[src/rtl/branch_resolver.sv]
// ---------------------------------------------------------------------------
// branch_resolver
//
// Execute-stage branch resolution for the 16-bit pipelined CPU. For every
// valid, unstalled EX instruction this unit works out the architecturally
// correct next PC and compares it with the PC the fetch stage predicted.
//
// On a mismatch it issues a one-cycle registered redirect (force_pc /
// force_pc_data) and a pipeline flush. The unit then spends one cycle in
// REDIRECT, during which it ignores the wrong-path EX contents.
//
// Each resolved control instruction also produces a registered
// predictor-update record. Two saturating statistics counters are kept.
//
// Ports
//   clk, reset_n          clock, synchronous active-low reset
//   ex_valid              EX holds a real instruction
//   ex_stall              EX held this cycle (instruction not consumed)
//   ex_pc                 PC of the EX instruction
//   ex_instruction        opcode[15:12] rs[11:10] rt[9:8] imm[7:0] func[5:0]
//   ex_pred_pc            next PC the fetch stage chose after ex_pc
//   ex_rs_data/rt_data    forwarded register operands
//   force_pc              redirect pulse to the PC predictor
//   force_pc_data         redirect target (holds when force_pc is low)
//   flush                 kill IF/ID and ID/EX
//   upd_valid             predictor update record valid
//   upd_pc/target/taken   update record contents (hold when upd_valid low)
//   branch_count          resolved control instructions (saturating)
//   mispredict_count      redirects issued (saturating)
// ---------------------------------------------------------------------------
module branch_resolver #(
  parameter int CNT_W = 16
) (
  input  logic             clk,
  input  logic             reset_n,
  input  logic             ex_valid,
  input  logic             ex_stall,
  input  logic [15:0]      ex_pc,
  input  logic [15:0]      ex_instruction,
  input  logic [15:0]      ex_pred_pc,
  input  logic [15:0]      ex_rs_data,
  input  logic [15:0]      ex_rt_data,
  output logic             force_pc,
  output logic [15:0]      force_pc_data,
  output logic             flush,
  output logic             upd_valid,
  output logic [15:0]      upd_pc,
  output logic [15:0]      upd_target,
  output logic             upd_taken,
  output logic [CNT_W-1:0] branch_count,
  output logic [CNT_W-1:0] mispredict_count
);

  localparam logic [3:0] OP_BNE = 4'd0;
  localparam logic [3:0] OP_BEQ = 4'd1;
  localparam logic [3:0] OP_BGZ = 4'd2;
  localparam logic [3:0] OP_BLZ = 4'd3;
  localparam logic [3:0] OP_JMP = 4'd9;
  localparam logic [3:0] OP_JAL = 4'd10;
  localparam logic [3:0] OP_RTYPE = 4'd15;
  localparam logic [5:0] FN_JPR = 6'd25;
  localparam logic [5:0] FN_JRL = 6'd26;

  typedef enum logic [0:0] {
    IDLE     = 1'b0,
    REDIRECT = 1'b1
  } state_t;

  state_t state_reg, state_next;

  // -------------------------------------------------------------------------
  // Decode and next-PC computation (purely combinational)
  // -------------------------------------------------------------------------
  logic [3:0]  opcode;
  logic [5:0]  func;
  logic [15:0] imm_sext;
  logic [15:0] pc_inc;
  logic [15:0] br_target;
  logic [15:0] jmp_target;
  logic        is_ctrl;
  logic        taken;
  logic [15:0] target;
  logic [15:0] actual_pc;
  logic        mispredict;
  logic        resolve;

  assign opcode     = ex_instruction[15:12];
  assign func       = ex_instruction[5:0];
  assign imm_sext   = {{8{ex_instruction[7]}}, ex_instruction[7:0]};
  assign pc_inc     = ex_pc + 16'd1;
  assign br_target  = pc_inc + imm_sext;   // wraps mod 2^16
  assign jmp_target = {ex_pc[15:12], ex_instruction[11:0]};

  always_comb begin
    is_ctrl = 1'b0;
    taken   = 1'b0;
    target  = pc_inc;
    case (opcode)
      OP_BNE: begin
        is_ctrl = 1'b1;
        taken   = (ex_rs_data != ex_rt_data);
        target  = br_target;
      end
      OP_BEQ: begin
        is_ctrl = 1'b1;
        taken   = (ex_rs_data == ex_rt_data);
        target  = br_target;
      end
      OP_BGZ: begin
        is_ctrl = 1'b1;
        // signed > 0: sign bit clear and not zero
        taken   = !ex_rs_data[15] && (ex_rs_data != 16'd0);
        target  = br_target;
      end
      OP_BLZ: begin
        is_ctrl = 1'b1;
        taken   = ex_rs_data[15];
        target  = br_target;
      end
      OP_JMP, OP_JAL: begin
        is_ctrl = 1'b1;
        taken   = 1'b1;
        target  = jmp_target;
      end
      OP_RTYPE: begin
        if (func == FN_JPR || func == FN_JRL) begin
          is_ctrl = 1'b1;
          taken   = 1'b1;
          target  = ex_rs_data;
        end
      end
      default: begin
        is_ctrl = 1'b0;
        taken   = 1'b0;
        target  = pc_inc;
      end
    endcase
  end

  // A not-taken branch still reports its computed target in the update
  // record, but the machine continues at pc+1.
  assign actual_pc  = taken ? target : pc_inc;
  assign mispredict = (actual_pc != ex_pred_pc);

  // Only an IDLE cycle can consume an instruction; the cycle after a
  // redirect always holds wrong-path contents.
  assign resolve = ex_valid && !ex_stall && (state_reg == IDLE);

  // -------------------------------------------------------------------------
  // FSM: state register + next-state / registered-output inputs
  // -------------------------------------------------------------------------
  logic redirect_next;
  logic upd_next;

  always_ff @(posedge clk) begin
    if (!reset_n) begin
      state_reg <= IDLE;
    end else begin
      state_reg <= state_next;
    end
  end

  always_comb begin
    state_next    = state_reg;
    redirect_next = 1'b0;
    upd_next      = 1'b0;
    case (state_reg)
      IDLE: begin
        if (resolve) begin
          upd_next = is_ctrl;
          if (mispredict) begin
            redirect_next = 1'b1;
            state_next    = REDIRECT;
          end
        end
      end
      REDIRECT: begin
        state_next = IDLE;
      end
      default: begin
        state_next = IDLE;
      end
    endcase
  end

  // -------------------------------------------------------------------------
  // Registered outputs
  // -------------------------------------------------------------------------
  logic        force_pc_reg;
  logic        flush_reg;
  logic [15:0] force_pc_data_reg;
  logic        upd_valid_reg;
  logic [15:0] upd_pc_reg;
  logic [15:0] upd_target_reg;
  logic        upd_taken_reg;

  always_ff @(posedge clk) begin
    if (!reset_n) begin
      force_pc_reg      <= 1'b0;
      flush_reg         <= 1'b0;
      force_pc_data_reg <= 16'd0;
      upd_valid_reg     <= 1'b0;
      upd_pc_reg        <= 16'd0;
      upd_target_reg    <= 16'd0;
      upd_taken_reg     <= 1'b0;
    end else begin
      // Strobes are single-cycle; data fields hold between strobes.
      force_pc_reg  <= redirect_next;
      flush_reg     <= redirect_next;
      upd_valid_reg <= upd_next;
      if (redirect_next) begin
        force_pc_data_reg <= actual_pc;
      end
      if (upd_next) begin
        upd_pc_reg     <= ex_pc;
        upd_target_reg <= target;
        upd_taken_reg  <= taken;
      end
    end
  end

  assign force_pc      = force_pc_reg;
  assign flush         = flush_reg;
  assign force_pc_data = force_pc_data_reg;
  assign upd_valid     = upd_valid_reg;
  assign upd_pc        = upd_pc_reg;
  assign upd_target    = upd_target_reg;
  assign upd_taken     = upd_taken_reg;

  // -------------------------------------------------------------------------
  // Saturating statistics counters: [0] branches, [1] mispredicts
  // -------------------------------------------------------------------------
  logic [1:0] cnt_inc;
  assign cnt_inc = {redirect_next, upd_next};

  for (genvar gi = 0; gi < 2; gi++) begin : g_cnt
    logic [CNT_W-1:0] cnt_reg;
    always_ff @(posedge clk) begin
      if (!reset_n) begin
        cnt_reg <= '0;
      end else if (cnt_inc[gi] && (cnt_reg != {CNT_W{1'b1}})) begin
        cnt_reg <= cnt_reg + CNT_W'(1);
      end
    end
  end

  assign branch_count     = g_cnt[0].cnt_reg;
  assign mispredict_count = g_cnt[1].cnt_reg;

endmodule
[config.mk]
export PLATFORM = sky130hd
export DESIGN_NAME = branch_resolver
export DESIGN_NICKNAME = d
export VERILOG_FILES = /design/src/rtl/branch_resolver.sv
export SDC_FILE = /design/constraint.sdc
export NUM_CORES = 1
export LEC_CHECK = 0
export ABC_AREA = 1
export CAP_MARGIN = 30
export CORE_MARGIN = 4
export CORE_UTILIZATION = 51
export CTS_CLUSTER_SIZE = 30
export DETAILED_ROUTE_END_ITERATION = 10
export GPL_TIMING_DRIVEN = 1
export PLACE_DENSITY = 0.88
export REMOVE_ABC_BUFFERS = 1
export SYNTH_ARGS = -nofsm -noshare
export SYNTH_HDL_FRONTEND = slang
export SYNTH_SLANG_ARGS = --single-unit
[constraint.sdc]
create_clock -name clk -period 3.7 [get_ports clk]
set_input_delay 0.555 -clock clk [delete_from_list [all_inputs] [get_ports clk]]
set_output_delay 0.555 -clock clk [all_outputs]
set_load 0.01 [all_outputs]
Word level (Yosys, flattened, before mapping)
Cells that the tools add are included.

word-level totals
  register bits = 84
  input bits = 84
  output and inout port bits = 84
  logic and storage cells = 52

operators by class
  $add $sub $neg = 4
  equality and inequality tests = 13
  mux-type cells = 12
  bitwise operators = 1
  reduce and logical (&&, ||, !) cells = 13

operator list
  kind                   number
  $add 16x1->16 const B  3
  $pmux 16 s3            1
  $mux 16                2
  $ne 16x16->1           2
  $ne 16x16->1 const B   2
  $add 16x16->16         1
  $eq 16x16->1           1
  $reduce_bool 16->1     1
  $eq 4x4->1 const B     3
  $eq 6x5->1 const B     2
  $eq 4x2->1 const B     2
  $mux 1                 6
  $pmux 1 s6             1
  $reduce_or 6->1        1
  $logic_and 1x1->1      5
  $eq 4x1->1 const B     1
  $logic_not 4->1        1
  $pmux 1 s2             2
  $reduce_or 4->1        1
  $logic_not 1->1        2
  $reduce_or 2->1        1
  $logic_or 1x1->1       1
  $not 1->1              1

Depth between registers and ports, before layout
Gate-level depths: netlist of run 1.

  depth in word-level cells = 10
  depth in mapped cells = 29
  depth with buffers taken out = 29

Least setup slack after synthesis of run 1
OpenSTA, ideal clock, no wires.

  path kind = input port to flip-flop
  start = input port ex_pc[0]
  end = register force_pc_data_reg[11] (netlist: force_pc_data[11])
  setup time = 116 ps
  arrival time = 3,245 ps
  required time = 3,584 ps
  slack = 340 ps
  cell stages on the path = 27
  buffers on the path = 1
  cells stage by stage = ha_1 nand2_1 nor2_1 xnor2_1 inv_1 ha_1 nand2_1 inv_1 a21oi_1 nand2_1 nand2_1 nand2_1 nand2_1 nand3_1 nand2_1 nand2_1 o21ai_1 nand2_1 nand2_1 nand2_1 nor2_1 nand3_1 nand2_2 inv_2 buf_2 nor2_1 nor2_1

between the ends
  cells in the longest elaborated chain, start to end = 8
  elaborated cells between the ends (all ways) = 9
  classes of those cells = 2 x add/sub; 1 x eq/ne; 6 x mux

RTL lines
  element                                    line     RTL
  start, declared                            38       input logic [15:0] ex_pc,
  $add 16x1->16 *                            90       assign pc_inc = ex_pc + 16'd1;
  $add 16x16->16 or $mux 16 (tied branches)  91, 126
  $pmux 16 s3                                98       case (opcode)
  $mux 16 *                                  142      assign actual_pc = taken ? target : pc_inc;
  $ne 16x16->1                               143      assign mispredict = (actual_pc != ex_pred_pc);
  $mux 1                                     171      if (mispredict) begin
  $mux 1                                     169      if (resolve) begin
  $mux 1                                     167      case (state_reg)
  end signal, assigned                       212      force_pc_data_reg <= actual_pc;
  end, declared                              191      logic [15:0] force_pc_data_reg;

Mark *: on every way between the ends. The rest lies on a longest branch, timed or not.
A chain may end at the register's enable or synchronous reset.

Final worst setup path of run 1
  start = input port ex_pc[6]
  end = register g_cnt[1].cnt_reg[3] (netlist: mispredict_count[3])

between the ends
  cells in the longest elaborated chain, start to end = 9
  elaborated cells between the ends (all ways) = 10
  classes of those cells = 2 x add/sub; 1 x eq/ne; 6 x mux; 1 x reduce/logical

RTL lines
  element                                    line     RTL
  $add 16x1->16 *                            90
  $add 16x16->16 or $mux 16 (tied branches)  91, 126
  $pmux 16 s3                                98
  $mux 16 *                                  142
  $ne 16x16->1 *                             143
  $mux 1 *                                   171
  $mux 1 *                                   169
  $mux 1 *                                   167
  $logic_and 1x1->1 *                        241      end else if (cnt_inc[gi] && (cnt_reg != {CNT_W{1'b1}})) begin
  end signal, assigned                       242      cnt_reg <= cnt_reg + CNT_W'(1);
  end, declared                              237      logic [CNT_W-1:0] cnt_reg;

Marked as above.

==> results of run 1 <==
-- final timing paths --
| check | startpoint | end | slack (ns) | cells past startpoint |
|---|---|---|---|---|
| worst max register to register | branch_count[1] | branch_count[14] | 0.83 | 16 |
| worst min-delay path | upd_target[6] | upd_target[6] | 0.48 | 2 |
| worst min register to register | upd_target[6] | upd_target[6] | 0.48 | 2 |
| worst max-delay path | ex_pc[6] | mispredict_count[3] | 0.01 | 31 |
-- layout by cell type (no fill, tap or decap), drive strengths merged, types with 3 or more instances in the layout --
cell / count
nor2: 157
nand4: 43
nand3: 95
o21bai: 4
clkinvlp: 3
dlymetal6s2s: 10
a21oi: 59
ha: 22
inv: 166
nand2: 352
nor4: 4
xnor2: 7
nand3b: 13
or2: 4
o21ai: 53
clkbuf: 17
buf: 146
clkdlybuf4s50: 153
nor3: 21
dfxtp: 83
xor2: 15
-- where the power goes --
| group | internal (mW) | leakage, nW | switching [mW] | total, mW |
|---|---|---|---|---|
| registers | 0.927 | 0.675 | 0.0217 | 0.949 |
| logic | 0.459 | 4.17 | 0.530 | 0.990 |
| clock network | 0.492 | 0.128 | 0.372 | 0.865 |
-- cell families after synthesis --
logic type                 count (synthesis)  share of synthesized area, %
AOI/OAI and AO/OA                        125                          9.93
xor gates and xnor gates                  22                          2.91
adders and majority gates                 23                          4.46
buffers and inverters                    199                          12.0
DFF                                       83                          25.1
and+or+nand+nor                          690                          45.5
-- metal layers --
layer  vias up  global-route usage, %  part of all wire [%]
li1       4231                      -                     -
met1      3985                   40.8                    39
met2       516                   56.8                    48
met3        93                   8.64                   9.9
met4         0                   13.2                   3.7
met5         -                      0                     0
-- through the flow --
stage,power [mW],TNS (ns),cell area [um2],setup slack (ns)
6_report,2.80,0,10300,0.0129
5_1_grt,2.92,-0.842,10300,-0.129
4_1_cts,2.72,0,9830,0.00675
3_5_place_dp,1.84,-25.60,9340,-0.821
3_3_place_gp,1.83,-22.57,9340,-0.734
2_1_floorplan,1.36,-2.39,6450,-0.156
-- cell usage after synthesis, types with 3 or more instances --
master	count	area, um2
nand3b_1	13	97.6
o21ai_0	51	255
buf_2	7	35.0
a21oi_1	59	295
nand3_1	90	450
dfxtp_1	83	1660
nand4_1	42	263
buf_6	4	45.0
nor2_1	152	571
inv_2	7	26.3
inv_1	159	597
xnor2_1	7	61.3
nand2_1	343	1290
or2_2	4	25.0
nand2_2	8	50.1
nor2_2	3	18.8
nor4_1	4	25.0
clkbuf_1	14	52.6
xor2_1	15	131
o21bai_1	4	30.0
buf_1	4	15.0
nor3_1	20	100
ha_1	22	275
-- final cells by class --
| type | count | area share, % |
|---|---|---|
| multi-input combinational | 861 | 45.0 |
| clock buffer | 13 | 2.53 |
| inverter | 167 | 6.16 |
| clock inverter | 3 | 0.219 |
| antenna | 2 | 0.0487 |
| sequential | 83 | 16.2 |
| timing repair buffer | 313 | 27.8 |
| tap | 172 | 2.09 |
-- worst min-delay path: cells and delay by family, from the launching register on --
| kind | cells | cell delay (ns) |
|---|---|---|
| DFF | 1 | 0.32 |
| AOI/OAI and AO/OA | 1 | 0.06 |
| and+or+nand+nor | 1 | 0.06 |
-- timing repair --
| action | 4_1_cts | 5_1_grt |
|---|---|---|
| buffers inserted | 4 | 8 |
| gates resized for setup | 35 | 94 |
| gates cloned | 2 | 2 |
| setup endpoints to repair | 33 | 34 |
| pin swaps | 6 | 29 |
==> results.md, run 1 <==
* Setup Skew at 0.00840 ns
* Routed WL per cell at 16.9 um
* Input/output buffers at 167
* Gr ovfl total at 0
* Lkg Pwr at 4.97 nW
* Startpoint Class: primary input
* Final Slew Violations at 0
* CTS clk-pin slew, worst paths at 0.07 ns
* Total track usage at 33.6%
* H-tree lvl count at 3
* Max-Cap Viols at 0
* Initial Utilization at 52.2%
* VDD IR max at 350 uV
* Ys flop type: dfxtp_1
* Post-route DRC at 0
* Status: finished, final reports clean
* CTS max path bufs at 2
* Warnings, synthesis at 0
* Fill count at 891
* Library cells used by synthesis at 43
* GPL Wtd Cong at 1.00
* WP data arrival at 3.89 ns
* Nets at 1,542
* Post-Layout Cell Count at 1,614
* #FFs+latches synth at 83
* Worst hold path type: reg -> reg
* FMAX at 0.271 GHz
* Final setup vio count at 0
* Worst-Margin Slew at 0.885 ns
* Core footprint at 12,700 um2
* Final ANT Viol Nets at 0
* Crit path max fanout at 5
* Top cell by count, worst path: nand2_1
* Num CTS Buffers at 9
* Layout cells sized above 1 at 19.7%
* Top delay family on crit path: simple AND/OR/NAND/NOR gates
* Asr flop ratio synth at 0%
* Post-CTS Hold Fix Bufs at 0
* Clk root buf: clkbuf_16
* CTS tree: yes
* CP max stage delay at 0.28 ns
* Fin crit share at 99.7%
* Initial DRC count at 1,004
* CP Buf/Inv Count at 7
* Clk sinks at 83
* Storage cell area at 1660 um2
* Post-DP HPWL at 19,700 um
* Post-Syn Area at 6610 um2
* DP Cell Count at 1,580
* Crit. End Element: register
* Routed vias/inst at 5.47
* Ports at 168
* CP required at 3.90 ns
* Worst setup path category: in -> reg
* First-pass iteration count of the detailed router at 6
* Die span in x at 122 um
* Power per Cell Area at 273 nW/um2
* First-pass GRT wire length at 39,400 um
* Fin util at 81.1%
* Hold WS at 0.484 ns
* Initial antenna violation count at 2
* Die Ht at 122 um
* Slew headroom at 40.9%
* Post-synth EDFFs at 0
* Mapped Cells at 1,142
* Area Growth Syn to Fin at 55.5%
* Post-route minimum period at 3.69 ns
* Vias at 8,825
* CP max stage cell: ha_4
* Clock Latency Late Sink at 0.35 ns
* Sequential area share after synthesis at 25.1%
* Final WL at 27,300 um
* Vias in the first global route at 8,093
* Largest net degree at the start of global routing at 60
* Syn Area/Cell at 5.79 um2
* Hold Vio Cnt, Final at 0
* Die area at 14,900 um2
* Placement Rows at 41
* Area of the multi-input gates at 4630 um2
Power figures use the tool's default switching activity.
==> run 2, diff against run 1 <==
--- a/config.mk
+++ b/config.mk
@@ -6,13 +6,13 @@
 export NUM_CORES = 1
 export LEC_CHECK = 0
 export ABC_AREA = 1
-export CAP_MARGIN = 30
+export CAP_MARGIN = 20
 export CORE_MARGIN = 4
-export CORE_UTILIZATION = 51
+export CORE_UTILIZATION = 50
 export CTS_CLUSTER_SIZE = 30
 export DETAILED_ROUTE_END_ITERATION = 10
 export GPL_TIMING_DRIVEN = 1
-export PLACE_DENSITY = 0.88
+export PLACE_DENSITY = 0.86
 export REMOVE_ABC_BUFFERS = 1
 export SYNTH_ARGS = -nofsm -noshare
 export SYNTH_HDL_FRONTEND = slang
==> results.md, run 2 (same netlist as run 1, synthesis figures left out) <==
* Status: finished, final reports clean
* Setup Skew at 0.00640 ns (-0.00200 ns)
* Most common cell after layout, fill and taps aside: nand2_1
* Lkg Pwr at 4.92 nW (-1.0%)
* Initial Utilization at 51.8% (-0.42 points)
* Post-DP HPWL at 19,200 um (-2.4%)
* Clk root buf: clkbuf_16
* Total track usage at 32.2% (-1.4 points)
* CP max stage delay at 0.25 ns (-0.03 ns)
* Number of cells on the critical path at 26 (-16%)
* Worst hold path type: reg -> reg
* Post-route DRC at 0 (unchanged)
* Max-Cap Viols at 0 (unchanged)
* WP data arrival at 3.82 ns (-0.07 ns)
* Routed WL per cell at 15.8 um (-6.9%)
* Worst setup path category: in -> reg
* First-pass iteration count of the detailed router at 6 (unchanged)
* Area Growth Syn to Fin at 54.1%
* Crit. End Element: register
* Crit path max fanout at 5 (unchanged)
* Layout cells sized above 1 at 18.9% (-0.82 points)
* Initial DRC count at 756 (-25%)
* VDD IR max at 335 uV (-4.2%)
* DP Cell Count at 1,578 (-0.13%)
* Slew headroom at 47.5% (+6.6 points)
* Vias at 8,479 (-3.9%)
* Routed vias/inst at 5.28 (-3.4%)
* GPL Wtd Cong at 0.999 (about the same)
* Core footprint at 12,800 um2 (+0.81%)
* Area of the multi-input gates at 4620 um2 (-0.19%)
* Post-CTS Hold Fix Bufs at 0 (unchanged)
* Die span in x at 123 um (+0.93%)
* Nets at 1,536 (-0.39%)
* Hold Vio Cnt, Final at 0 (unchanged)
* Die Ht at 123 um (+0.93%)
* Final Slew Violations at 0 (unchanged)
* Num CTS Buffers at 9 (unchanged)
* Storage cell area at 1660 um2 (unchanged)
* Pwr Total at 2.79 mW (-0.36%)
* Final ANT Viol Nets at 0 (unchanged)
* CTS tree: yes
* FMAX at 0.283 GHz (+4.4%)
* Ports at 168 (unchanged)
* Post-route minimum period at 3.53 ns (-0.154 ns)
* Placement Rows at 41 (unchanged)
* Worst setup margin at 0.167 ns (+0.154 ns)
* Worst-Margin Slew at 0.786 ns (-0.0984 ns)
* Fin util at 79.8% (-1.4 points)
* Commonest non-fill, non-tap cells in the layout: nand2_1, clkdlybuf4s50_1, inv_1
* Fin area at 10,200 um2 (-0.90%)
* CTS max path bufs at 2 (unchanged)
* CP Buf/Inv Count at 6 (-1)
* H-tree lvl count at 3 (unchanged)
* Power per Cell Area at 274 nW/um2 (+0.54%)
* Die area at 15,100 um2 (+1.9%)
* Clk sinks at 83 (unchanged)
* CP max stage cell: ha_4
* Vias in the first global route at 7,881 (-2.6%)
* First-pass GRT wire length at 38,600 um (-2.0%)
* Final WL at 25,300 um (-7.4%)
* Top delay family on crit path: simple AND/OR/NAND/NOR gates
* Post-Layout Cell Count at 1,606 (-0.50%)
* Initial antenna violation count at 0 (-2)
* Worst R2R Path Depth at 16 (unchanged)
* Pre-CTS setup slack at -0.741 ns (+0.0795 ns)
* Gr ovfl total at 0 (unchanged)
* Largest net degree at the start of global routing at 60 (unchanged)
* WHS Path Cells at 2 (unchanged)
* Startpoint Class: primary input
* Clock Latency Late Sink at 0.35 ns (about the same)
* Fin crit share at 95.5% (-4.2 points)
* CP required at 3.99 ns (+0.09 ns)
* Final setup vio count at 0 (unchanged)
* Ant. Diodes at 0 (-2)
* CTS clk-pin slew, worst paths at 0.07 ns (about the same)
* Input/output buffers at 167 (unchanged)
* Post-Place Cell Area at 9330 um2 (about the same)
* Top cell by count, worst path: nand2_1
* Fill count at 941 (+5.6%)
==> run 2: changes by cell type in the layout (fill, tap and decap cells not counted), sizes merged <==
| cell | previous run | this run |
|---|---|---|
| buf | 146 | 141 |
| clkbuf | 17 | 12 |
| clkdlybuf4s15 | 0 | 1 |
| clkinv | 1 | 3 |
| clkinvlp | 3 | 1 |
| diode | 2 | 0 |
| inv | 166 | 169 |
==> run 2: layer usage <==
metal	GRT usage (%)	share of wire [%]
met1	42.0	43
met2	53.7	46
met3	6.22	8.0
met4	10.5	3.2
met5	0	0
==> run 2: area by class of cell <==
type | count | area share [%]
Clock buffer | 10 | 2.35
Clock inverter | 6 | 0.467
Inverter | 167 | 6.19
Multi-Input combinational cell | 861 | 45.3
Sequential cell | 83 | 16.3
Tap cell | 172 | 2.11
Timing Repair Buffer | 307 | 27.3
==> run 2: worst paths after layout <==
path,end,startpoint,slack [ns]
min reg2reg,upd_target[4],upd_target[4],0.48
max,force_pc_data[8],ex_pc[2],0.17
min,upd_target[4],upd_target[4],0.48
max reg2reg,branch_count[14],branch_count[0],1.03
==> run 2: worst reg2reg max path: cells and delay by family, from the launching register on <==
| family | cells | cell delay (ns) |
|---|---|---|
| adders and majority gates | 1 | 0.23 |
| and+or+nand+nor | 11 | 1.45 |
| AOI/OAI and AO/OA | 2 | 0.24 |
| DFF | 1 | 0.42 |
| buffers and inverters | 2 | 0.19 |
==> run 2: through the flow <==
stage | setup TNS [ns] | hold WS [ns]
CTS | 0 | 0.482
global route | -0.143 | 0.497
global placement | -22.69 | 0.458
detailed placement | -22.69 | 0.473
floorplan | -2.39 | 0.489
finish | 0 | 0.480
==> run 2: report_power, final <==
group / leakage (nW) / switching, mW / total, mW / internal [mW]
clock: 0.140 / 0.394 / 0.874 / 0.480
combinational: 4.10 / 0.513 / 0.971 / 0.458
sequential: 0.675 / 0.0203 / 0.947 / 0.927
total: 4.92 / 0.928 / 2.79 / 1.87
==> run 2: timing repair <==
item	4_1_cts	5_1_grt
endpoints found under the setup margin	33	33
resized for setup	35	80
setup buffers	2	8
cloned	2	0
endpoints found under the hold margin	0	0
pin swaps	7	36
